$ cat src/rtl/teclado_matriz.sv
// Scanning controller for a 2x4 keypad: row scan, per-key debounce, press pulses.
module teclado_matriz #(
    parameter int unsigned SCAN_DIV     = 4,
    parameter int unsigned DEBOUNCE_CNT = 3
) (
    input  logic       clk,
    input  logic       rst,
    input  logic [3:0] colunas_in,
    input  logic       habilita,
    output logic [1:0] linhas_out,
    output logic [7:0] botoes,
    output logic [7:0] pressionado
);

    localparam int unsigned N_ROWS = 2;
    localparam int unsigned N_COLS = 4;
    localparam int unsigned N_KEYS = N_ROWS * N_COLS;
    localparam int unsigned SW     = $clog2(SCAN_DIV);
    localparam int unsigned CW     = 4;

    typedef enum logic {
        ROW0 = 1'b0,
        ROW1 = 1'b1
    } row_t;

    row_t              row_q, row_d;
    logic [SW-1:0]     slot_q, slot_d;
    logic [1:0]        linhas_q, linhas_d;
    logic [3:0]        col_s1_q, col_s2_q;
    logic [CW-1:0]     cnt_q [N_KEYS];
    logic [CW-1:0]     cnt_d [N_KEYS];
    logic [N_KEYS-1:0] press_q, press_d;
    logic [N_KEYS-1:0] pend_q, pend_d;
    logic [N_KEYS-1:0] botoes_q, botoes_d;
    logic              sample_c;
    logic              raw_c;

    // State registers: scan position, synchronizer, debounce and pulse state.
    always_ff @(posedge clk or negedge rst) begin
        if (!rst) begin
            row_q    <= ROW0;
            slot_q   <= '0;
            linhas_q <= 2'b10;
            col_s1_q <= 4'hF;
            col_s2_q <= 4'hF;
            press_q  <= '0;
            pend_q   <= '0;
            botoes_q <= '0;
            for (int k = 0; k < N_KEYS; k++) begin
                cnt_q[k] <= '0;
            end
        end else begin
            row_q    <= row_d;
            slot_q   <= slot_d;
            linhas_q <= linhas_d;
            col_s1_q <= colunas_in;
            col_s2_q <= col_s1_q;
            press_q  <= press_d;
            pend_q   <= pend_d;
            botoes_q <= botoes_d;
            for (int k = 0; k < N_KEYS; k++) begin
                cnt_q[k] <= cnt_d[k];
            end
        end
    end

    // Next-state: row advance at end of slot, debounce on the active row, pulse staging.
    always_comb begin
        row_d    = row_q;
        slot_d   = slot_q + SW'(1);
        press_d  = press_q;
        pend_d   = '0;
        botoes_d = pend_q;
        raw_c    = 1'b0;
        cnt_d    = cnt_q;
        sample_c = (slot_q == SW'(SCAN_DIV - 1));

        if (sample_c) begin
            slot_d = '0;
            row_d  = (row_q == ROW0) ? ROW1 : ROW0;
            for (int r = 0; r < N_ROWS; r++) begin
                if (row_q == ((r == 0) ? ROW0 : ROW1)) begin
                    for (int c = 0; c < N_COLS; c++) begin
                        raw_c = ~col_s2_q[c];
                        if (raw_c == press_q[r*N_COLS + c]) begin
                            cnt_d[r*N_COLS + c] = '0;
                        end else if (cnt_q[r*N_COLS + c] == CW'(DEBOUNCE_CNT - 1)) begin
                            press_d[r*N_COLS + c] = raw_c;
                            cnt_d[r*N_COLS + c]   = '0;
                            // A rising flip arms a pulse only if enabled right now.
                            pend_d[r*N_COLS + c]  = raw_c & habilita;
                        end else begin
                            cnt_d[r*N_COLS + c] = cnt_q[r*N_COLS + c] + CW'(1);
                        end
                    end
                end
            end
        end

        linhas_d = (row_d == ROW0) ? 2'b10 : 2'b01;
    end

    assign linhas_out  = linhas_q;
    assign botoes      = botoes_q;
    assign pressionado = press_q;

endmodule

$ cat config.mk
export PLATFORM = sky130hd
export DESIGN_NAME = teclado_matriz
export DESIGN_NICKNAME = d
export VERILOG_FILES = /design/src/rtl/teclado_matriz.sv
export SDC_FILE = /design/constraint.sdc
export NUM_CORES = 1
export LEC_CHECK = 0
export ABC_AREA = 1
export CAP_MARGIN = 20
export CORE_UTILIZATION = 35
export CTS_CLUSTER_DIAMETER = 200
export DETAILED_ROUTE_END_ITERATION = 16
export PLACE_DENSITY = 0.54
export REMOVE_ABC_BUFFERS = 1
export SYNTH_ARGS = -nofsm -noshare
export SYNTH_HDL_FRONTEND = slang
export SYNTH_SLANG_ARGS = --single-unit
$ cat constraint.sdc
create_clock -name clk -period 2.15 [get_ports clk]
set_clock_uncertainty 0.2 [all_clocks]
set_input_delay 0.43 -clock clk [delete_from_list [all_inputs] [get_ports clk]]
set_output_delay 0.43 -clock clk [all_outputs]
set_load 0.02 [all_outputs]
[Word-level counts from Yosys, hierarchy flattened]
Index checks and enable logic that the tools add are counted.
Word-level totals
  output and inout bits: 18
  bits in registers: 69
  word-level logic and storage cells: 115
  input port bits: 7
Operators by class
  $add $sub $neg: 9
  bitwise gates (word level): 17
  mux-type cells: 39
  eq/ne operators: 17
  reductions and logical operators: 10
Operators with widths (count)
  $mux 4: 18
  $add 4x1->4 const B: 8
  $eq 4x2->1 const B: 8
  $reduce_and 4->1: 8
  $mux 1: 18
  $not 1->1: 13
  $eq 1x1->1: 8
  $mux 8: 1
  $and 1x1->1: 4
  $mux 2: 2
  $reduce_and 2->1: 2
  $add 2x1->2 const B: 1
  $eq 2x2->1 const B: 1

[Depth between registers and ports, before layout]
Gate-level depths: netlist (run 1).
  depth after elaboration: 6
  gate-level depth with buffers: 8
  gate-level depth less buffers: 7

[Least setup slack after synthesis (run 1)]
No wires, ideal clock.
  kind: flip-flop to flip-flop
  from: register slot_q[0]
  to: register cnt_q[26] (netlist bit)
  slack: 0.536 ns
  clock period less this slack: 1.614 ns
  library setup time: 0.121 ns
  arrival time: 1.293 ns
  required time: 1.829 ns
  buffers on the path: 2
  cell stages (with the launch flop): 8
  path through: dfrtp_1 ha_1 ha_1 buf_6 buf_12 nand2_2 xor2_1 nor2_1
On the way
  cells in the longest elaborated chain, start to end: 2
RTL lines
  start, declared: RTL line 27  | logic [SW-1:0] slot_q, slot_d;
  start signal, assigned: RTL line 54  | slot_q <= slot_d;
  $eq 2x2->1: RTL line 76  | sample_c = (slot_q == SW'(SCAN_DIV - 1));
  $reduce_and 2->1 (no line)
  end signal, assigned by index: RTL line 62  | cnt_q[k] <= cnt_d[k];
  end, declared: RTL line 30  | logic [CW-1:0] cnt_q [N_KEYS];
No other way between the ends.
A chain may end at the register's enable or synchronous reset.

[Final worst setup path (run 1)]
  from: register linhas_q[1] (netlist: linhas_out[1])
  to: output port linhas_out[1]
RTL lines
  start, declared: RTL line 28  | logic [1:0] linhas_q, linhas_d;
  start signal, assigned: RTL line 55  | linhas_q <= linhas_d;
  end, declared: RTL line 10  | output logic [1:0] linhas_out,
No word-level cell between the ends.

==> impl_metrics.py, run 1 <==
metrics = {
    "final_layout": {
        "fin_area_sq_um": 3790,
        "finalNetCount": 421,
        "drive_gt1_share_pct": 9.75,
        "num_antenna_cells": 0,
        "final_cells": 508,
        "area_growth_pct": 17.7,
    },
    "cts": {
        "cts-root-buf": "clkbuf_8",
        "numCtsBuffers": 9,
        "cts_tree": "done",
        "postCtsSetupBuffers": 0,
        "clk_path_buf_depth": 2,
        "htreeDepth": 3,
        "clock_sinks": 68,
        "clk_pin_slew_ps": 80,
        "insertion_delay_ps": 340,
    },
    "floorplan": {
        "coreArea_sq_um": 8810,
        "row_count": 34,
        "die_w_microns": 97.9,
        "die_y_microns": 97.9,
        "ioPinCount": 25,
        "die-area_sq_um": 9570,
        "initial_utilization_pct": 36.5,
    },
    "place": {
        "postPlaceCellArea_sq_um": 3530,
        "dp.cells": 491,
        "gp_congestion": 0.737,
        "dp_slack_ps": 434,
        "port_buffers": 24,
        "dp.final_hpwl_mm": 4.28,
    },
    "logic_synthesis": {
        "synth_top_area_cell": "dfrtp_1",
        "syn_area_per_cell_sq_um": 8.86,
        "ys_seq_area_share_pct": 53.3,
        "synthTopCellsByArea": "dfrtp_1 (46%), nand2_1 (14%), ha_1 (7.4%)",
        "synth_warnings": 0,
        "ys_ff_latch": 68,
        "synth_area_sq_um": 3220,
        "netlist_instances": 363,
        "ys_types": 23,
        "synth_top_area_share_pct": 45.9,
    },
    "worst_setup_path": {
        "slowest_stage": "clkdlybuf4s50_1",
        "cp_data_arrival_time_ps": 1460,
        "cp_cell_sequence": "clkdlybuf4s50_1",
        "crit_fanout": 1,
        "start_kind": "flop",
        "worstSetupPathType": "flop to primary output",
        "crit_cells": 1,
        "cpLargestDelayFamily": "buffers and inverters",
        "critPathMaxStageDelay_ps": 590,
        "reg2reg_depth": 6,
        "crit_path_end_kind": "primary output",
        "path_buf_inv": 1,
        "cp_data_required_time_ps": 1520,
    },
    "drt": {
        "wl_met3_microns": 198,
        "vias_per_cell": 4.62,
        "num_vias": 2345,
        "wl_per_cell_microns": 11.6,
        "drtAntennaViolNets": 0,
        "wl_met2_mm": 2.67,
        "drt_first_pass_iters": 10,
        "wl_met1_mm": 2.94,
        "routed_wl_mm": 5.91,
        "topRoutingLayerUsed": "met4",
        "post-route-drc-count": 6,
        "drtIter0Drc": 78,
    },
    "power": {
        "power_density_nw_per_um2": 831,
        "ir_drop_mv": 0.338,
        "p_leak_nw": 1.87,
    },
    "sta": {
        "rsz0062_at_grt": "false",
        "tightest_slew_ps": 354,
        "slew_headroom_pct": 76.4,
        "setup_ws_ps": 63.4,
        "period_share_pct": 97.1,
        "slew_violations": 0,
        "fin_crit_ps": 2090,
        "hold_viol_final": 0,
        "holdWs_ps": 150,
        "fin_tns_setup_ps": 0,
        "setup_viol": 0,
        "max_freq_mhz": 479,
    },
    "grt": {
        "grt_max_degree": 69,
        "overflow": 0,
        "grt_usage_pct": 14.0,
        "grt_pass1_wl_mm": 10.6,
        "antenna_found_initial": 0,
        "grt_pass1_vias": 2352,
    },
    "status": {
        "outcome": "complete, but fails checks",
        "violations": "design-rule violations",
    },
    "min_path": {
        "holdPathStages": 0,
        "min_path_type": "flop to flop",
    },
    "flow_run": {
        "drv_cap": 0,
    },
}
## layout by cell type, fill, tap and decap left out, types with 2 or more instances in the layout
cell and n:
nand3_1 14, inv_2 3, xor2_1 8, buf_4 2, dfstp_2 9, ha_1 19, clkdlybuf4s50_1 22, nor3_1 3
bufinv_16 3, dfrtp_1 59, nand2_2 4, a21oi_2 2, inv_1 39, o21ai_0 5, clkinvlp_4 2, a21oi_1 8
clkbuf_8 9, nor2_1 41, nand4_1 17, o21ai_1 4, nand2_1 116, o21bai_1 3, clkinv_2 2
## what timing repair did
item                                    CTS  global route
endpoints found under the setup margin    0             1
resized for setup                         0             1
hold endpoints to repair                 59             0
hold buffers                              1             0
## registers in the layout, summed over array words and instances, names as in the netlist
register,flops
cnt_q,32
botoes,8
botoes_d,8
pressionado,8
col_s1_q,4
col_s2_q,4
linhas_out,2
slot_q,2
## cells by family (layout without fill, tap and decap cells)
group	after synthesis	count (layout)	synth area share, %
XOR/XNOR	9	9	2.45
AO/OA/AOI/OAI	22	22	3.89
adder cells (fa/ha/maj)	19	19	7.39
AND/OR/NAND/NOR	196	196	25.4
flip-flops	68	68	53.3
buffers and inverters	49	86	7.59
## Yosys cell counts
cell type,number
buf_2,1
buf_12,2
dfstp_2,9
inv_1,39
inv_2,3
xor2_1,8
a21oi_2,2
xnor2_1,1
o21ai_0,5
nand2_4,1
nand2_1,116
nor2_1,41
a21oi_1,8
buf_6,3
nand4_1,17
dfrtp_1,59
ha_1,19
nor3_1,3
nand2_2,4
o21bai_1,3
buf_4,1
o21ai_1,4
nand3_1,14
## power by group
| part | switching, mW | total, mW | internal, mW |
|---|---|---|---|
| registers | 0.100 | 1.48 | 1.38 |
| logic | 0.245 | 0.411 | 0.166 |
| clock network | 0.492 | 1.26 | 0.766 |
| total | 0.837 | 3.15 | 2.31 |
## stage by stage
step	power, mW	util (%)
2_1_floorplan	1.75	-
6_report	3.15	43.0
3_3_place_gp	1.90	40.1
3_5_place_dp	1.92	40.1
4_1_cts	3.19	43.0
5_1_grt	3.33	43.0
## layout make-up
class | instances | area, sq um
Inverter | 42 | 158
Clock buffer | 9 | 124
Timing Repair Buffer | 28 | 283
Fill cell | 861 | 5020
Tap cell | 108 | 135
Multi-Input combinational cell | 246 | 1260
Sequential cell | 68 | 1710
Clock inverter | 7 | 115
## path summary, 6_finish.rpt
path / slack, ps / startpoint / to
min: 150 / botoes_d[0]$_DFF_PN0_ / botoes[0]$_DFF_PN0_
min reg2reg: 150 / botoes_d[0]$_DFF_PN0_ / botoes[0]$_DFF_PN0_
max: 60 / linhas_out[1]$_DFF_PN1_ / linhas_out[1]
max in group asynchronous: 990 / rst / col_s1_q[0]$_DFF_PN1_
max reg2reg: 420 / slot_q[0]$_DFF_PN0_ / cnt_q[3]$_DFFE_PN0P_
min in group asynchronous: 430 / rst / cnt_q[22]$_DFFE_PN0P_
## worst register-to-register path, cell delays in order, from the launching register on
cell	delay (ps)
dfrtp_1	350
ha_1	230
ha_1	190
buf_4	230
inv_2	160
a21oi_1	190
nor2_1	60
## routing by layer
layer	track usage, %	vias to the layer above
li1	-	1200
met1	18.8	1101
met2	21.2	34
met3	3.36	10
met4	6.64	0
met5	0	-
Note: power is estimated with default switching activity, not from simulation.
==> inputs of run 2 (changes only) <==
- PLACE_DENSITY: 0.54 -> default
==> run 2 against run 1 <==
The run still ends with design-rule violations left. Sequential share of layout area rose by 0.61 points. Sequential cell count unchanged. Clock-buffer cell count increased by 4. Maximum frequency rose by 0.59%. Clock power shrank 21%. Setup slack better by 12 ps. Combinational power hardly changed. Via count fell by 0.21%. Cell area shrank 1.3%. Global-route usage shrank 0.41 points. Critical path type unchanged. Largest power group unchanged.
==> impl_metrics.py, run 2 (same netlist as run 1, synthesis figures left out) <==
metrics = {
    "drt": {
        "drt_first_pass_iters": 10,
        "post-route-drc-count": 4,
        "wl_per_cell_microns": 11.4,
        "num_vias": 2340,
        "drtIter0Drc": 98,
        "routed_wl_mm": 5.77,
        "vias_per_cell": 4.61,
        "drtAntennaViolNets": 0,
    },
    "grt": {
        "antenna_found_initial": 0,
        "grt_usage_pct": 13.5,
        "overflow": 0,
        "grt_max_degree": 69,
        "grt_pass1_wl_mm": 10.3,
        "grt_pass1_vias": 2299,
    },
    "cts": {
        "htreeDepth": 3,
        "numCtsBuffers": 9,
        "insertion_delay_ps": 340,
        "clk_pin_slew_ps": 70,
        "cts-root-buf": "clkbuf_8",
        "clk_path_buf_depth": 2,
        "ctsHoldBuffers": 1,
        "postCtsSetupBuffers": 0,
        "clock_sinks": 68,
        "cts_resized": 0,
        "cts_tree": "done",
    },
    "power": {
        "p_total_mw": 2.89,
        "power_density_nw_per_um2": 773,
        "ir_drop_mv": 0.354,
        "p_leak_nw": 1.84,
    },
    "status": {
        "outcome": "complete, but fails checks",
        "violations": "design-rule violations",
    },
    "worst_setup_path": {
        "crit_fanout": 1,
        "crit_path_end_kind": "primary output",
        "startpoint": "linhas_out[1]$_DFF_PN1_",
        "reg2reg_depth": 5,
        "r2r-start": "slot_q[0]$_DFF_PN0_",
        "slowest_stage": "clkdlybuf4s50_1",
        "critPathMaxStageDelay_ps": 590,
        "cp_data_required_time_ps": 1520,
        "start_kind": "flop",
        "cpLargestDelayFamily": "buffers and inverters",
        "cp_data_arrival_time_ps": 1440,
        "worstSetupPathType": "flop to primary output",
        "cp_cell_sequence": "clkdlybuf4s50_1",
        "path_buf_inv": 1,
        "crit_cells": 1,
    },
    "final_layout": {
        "drive_gt1_share_pct": 9.00,
        "largest_register": "cnt_q",
        "fillers": 880,
        "fin_area_sq_um": 3740,
        "num_antenna_cells": 0,
        "most-common-layout-cells": "nand2_1 (116), dfrtp_1 (59), nor2_1 (41)",
        "layout_commonest_cell": "nand2_1",
        "largest_reg_flops": 32,
        "area_growth_pct": 16.2,
        "finalNetCount": 422,
    },
    "place": {
        "dp_slack_ps": 262,
        "gp_congestion": 0.811,
        "port_buffers": 24,
        "postPlaceCellArea_sq_um": 3540,
        "dp.final_hpwl_mm": 4.10,
    },
    "floorplan": {
        "initial_utilization_pct": 36.5,
        "die_w_microns": 97.9,
        "die-area_sq_um": 9570,
        "coreArea_sq_um": 8810,
        "row_count": 34,
        "ioPinCount": 25,
        "die_y_microns": 97.9,
    },
    "sta": {
        "setup_ws_ps": 75.5,
        "slew_violations": 0,
        "tightest_slew_ps": 501,
        "fin_tns_setup_ps": 0,
        "setup_viol": 0,
        "max_freq_mhz": 482,
        "hold_viol_final": 0,
        "slew_headroom_pct": 66.6,
        "fin_crit_ps": 2070,
        "rsz0062_at_grt": "false",
        "period_share_pct": 96.5,
    },
    "min_path": {
        "min_path_type": "flop to flop",
        "holdPathStages": 0,
        "hold_path_startpoint": "botoes_d[1]$_DFF_PN0_",
    },
    "flow_run": {
        "drv_cap": 0,
    },
}
## run 2: cell count changes in the layout (fill, tap and decap cells not counted)
cell and delta:
buf_4 +1, clkinvlp_4 -2, bufinv_16 -2, dlymetal6s2s_1 -1, clkbuf_1 +3, clkinv_2 -1
clkdlybuf4s50_1 +1, clkbuf_8 +1
## run 2: metrics by stage
stage	utilization, %	cells	hold WS (ps)
after global placement	40.2	492	133
after floorplan	-	356	-65.6
final	42.4	508	149
after global routing	42.4	508	156
after detailed placement	40.2	492	136
after CTS	42.4	508	152
## run 2: layout make-up
| class | instances | area [sq um] | share of cell area [%] |
|---|---|---|---|
| flip-flops and latches | 68 | 1710 | 45.8 |
| multi-input cells | 246 | 1260 | 33.7 |
| repair buffers | 29 | 288 | 7.70 |
| inverters | 42 | 158 | 4.22 |
| clock buffers | 13 | 149 | 3.99 |
| well taps | 108 | 135 | 3.62 |
| clock inverters | 2 | 35.0 | 0.938 |
## run 2: power by group
group	internal (mW)	switching, mW	leakage [nW]
clock network	0.561	0.436	0.0935
registers	1.38	0.101	0.892
logic	0.167	0.247	0.854
## run 2: routing by layer
metal / track usage (%) / vias up / share of wire [%]
met2: 21.7 / 45 / 46
met3: 4.51 / 7 / 4.4
met1: 17.4 / 1090 / 49
met5: 0 / - / 0
li1: - / 1198 / -
met4: 3.96 / 0 / 1.1
## run 2: worst paths after layout
check                                   endpoint  slack [ps]
min in group asynchronous    botoes[0]$_DFF_PN0_         440
hold / removal               botoes[1]$_DFF_PN0_         150
setup / recovery                   linhas_out[1]          80
max in group asynchronous  col_s2_q[3]$_DFF_PN1_         960
setup reg to reg           cnt_q[26]$_DFFE_PN0P_         260
hold reg to reg              botoes[1]$_DFF_PN0_         150
==> inputs of run 3 (changes only) <==
- CTS_BUF_LIST: default -> sky130_fd_sc_hd__clkbuf_8
==> run 3 against run 2 <==
The run still ends with design-rule violations left. Critical path depth stayed put. Sequential share of layout area stayed put. Global-route usage stayed put. Sequential cell count stayed put. Wire length is 0.24% higher. Combinational power hardly changed. Maximum frequency is 0.10% lower. Die area stayed put. Utilization stayed put. Setup slack worse by 2.1 ps. Clock-buffer cell count is 3 lower. Cell area stayed put. Largest power group unchanged.
==> impl_metrics.py, run 3 (same netlist as run 1, synthesis figures left out) <==
metrics = {
    "floorplan": {
        "ioPinCount": 25,
        "die_y_microns": 97.9,
        "die_w_microns": 97.9,
        "die-area_sq_um": 9570,
        "initial_utilization_pct": 36.5,
        "coreArea_sq_um": 8810,
        "row_count": 34,
    },
    "sta": {
        "slew_violations": 0,
        "setup_ws_ps": 73.4,
        "setup_viol": 0,
        "max_freq_mhz": 482,
        "fin_tns_setup_ps": 0,
        "hold_viol_final": 0,
        "fin_crit_ps": 2080,
        "slew_headroom_pct": 66.8,
        "period_share_pct": 96.6,
        "tightest_slew_ps": 497,
        "rsz0062_at_grt": "false",
        "holdWs_ps": 149,
    },
    "status": {
        "outcome": "complete, but fails checks",
        "violations": "design-rule violations",
    },
    "grt": {
        "antenna_found_initial": 0,
        "use_met1_pct": 17.4,
        "grt_pass1_wl_mm": 10.3,
        "grt_max_degree": 69,
        "overflow": 0,
        "top_usage_layer": "met2",
        "use_met2_pct": 21.7,
        "met3_usage_pct": 4.51,
        "grt_pass1_vias": 2299,
        "grt_usage_pct": 13.5,
    },
    "cts": {
        "clk_path_buf_depth": 2,
        "clock_sinks": 68,
        "htreeDepth": 3,
        "cts_resized": 0,
        "cts-root-buf": "clkbuf_8",
        "ctsHoldBuffers": 1,
        "numCtsBuffers": 9,
        "insertion_delay_ps": 340,
        "cts_tree": "done",
        "clk_pin_slew_ps": 70,
        "postCtsSetupBuffers": 0,
    },
    "final_layout": {
        "layout_commonest_cell": "nand2_1",
        "drive_gt1_share_pct": 9.00,
        "area_growth_pct": 16.2,
        "num_antenna_cells": 0,
        "final_util_pct": 42.4,
        "fillers": 880,
        "most-common-layout-cells": "nand2_1 (116), dfrtp_1 (59), inv_1 (42)",
        "largest_register": "cnt_q",
        "largest_reg_flops": 32,
        "finalNetCount": 422,
    },
    "power": {
        "p_int_mw": 2.09,
        "share_comb_of_total_power_pct": 14.4,
        "clockPowerShare_pct": 34.2,
        "p_sw_mw": 0.784,
        "p_leak_nw": 1.85,
        "ir_drop_mv": 0.354,
        "p_total_mw": 2.88,
        "swShare_pct": 27.3,
        "pwr-share-seq_pct": 51.4,
        "power_density_nw_per_um2": 770,
    },
    "worst_setup_path": {
        "critPathMaxStageDelay_ps": 590,
        "cpLargestDelayFamily": "buffers and inverters",
        "cp_cell_sequence": "clkdlybuf4s50_1",
        "crit_fanout": 1,
        "cp_data_arrival_time_ps": 1450,
        "slowest_stage": "clkdlybuf4s50_1",
        "worstSetupPathType": "flop to primary output",
        "crit_path_end_kind": "primary output",
        "start_kind": "flop",
        "cp_data_required_time_ps": 1520,
        "path_buf_inv": 1,
    },
    "place": {
        "port_buffers": 24,
        "gp_congestion": 0.811,
        "dp.final_hpwl_mm": 4.10,
        "dp_slack_ps": 262,
    },
    "drt": {
        "vias_per_cell": 4.62,
        "num_vias": 2348,
        "drtIter0Drc": 96,
        "routed_wl_mm": 5.78,
        "post-route-drc-count": 4,
        "drtAntennaViolNets": 0,
        "wl_per_cell_microns": 11.4,
        "drt_first_pass_iters": 10,
    },
    "min_path": {
        "min_path_type": "flop to flop",
    },
    "flow_run": {
        "drv_cap": 0,
    },
}
[run 3: path summary, 6_finish.rpt]
kind                       depth (start not counted)               endpoint                    start  slack (ps)
min reg2reg                                        0    botoes[1]$_DFF_PN0_    botoes_d[1]$_DFF_PN0_         150
min                                                0    botoes[1]$_DFF_PN0_    botoes_d[1]$_DFF_PN0_         150
max                                                1          linhas_out[1]  linhas_out[1]$_DFF_PN1_          70
max in group asynchronous                          3  col_s2_q[2]$_DFF_PN1_                      rst         970
max reg2reg                                        5  cnt_q[23]$_DFFE_PN0P_      slot_q[0]$_DFF_PN0_         260
min in group asynchronous                          3    botoes[0]$_DFF_PN0_                      rst         440
[run 3: per-layer routing]
layer | part of all wire [%] | wire length (microns)
met5 | 0 | 0
met4 | 1.2 | 69
met3 | 4.7 | 271
met2 | 46 | 2680
met1 | 48 | 2770
[run 3: area by class of cell]
cell class | instances | area [sq um] | area share (%)
sequential | 68 | 1710 | 45.8
multi-input combinational | 246 | 1260 | 33.7
timing repair buffer | 29 | 288 | 7.70
inverter | 42 | 158 | 4.22
clock buffer | 10 | 138 | 3.68
tap | 108 | 135 | 3.62
clock inverter | 5 | 46.3 | 1.24
[run 3: power by group through the flow]
stage          Sequential (mW)  Combinational (mW)  Clock (mW)
2_1_floorplan             1.51               0.240           0
3_3_place_gp              1.50               0.402           0
3_5_place_dp              1.50               0.414           0
4_1_cts                   1.48               0.419        1.03
5_1_grt                   1.49               0.484        1.07
6_report                  1.48               0.414       0.983
[run 3: through the flow]
stage	instance area (sq um)	std cells
after floorplan	3130	356
after global placement	3540	492
after detailed placement	3540	492
after CTS	3740	508
after global routing	3740	508
final	3740	508
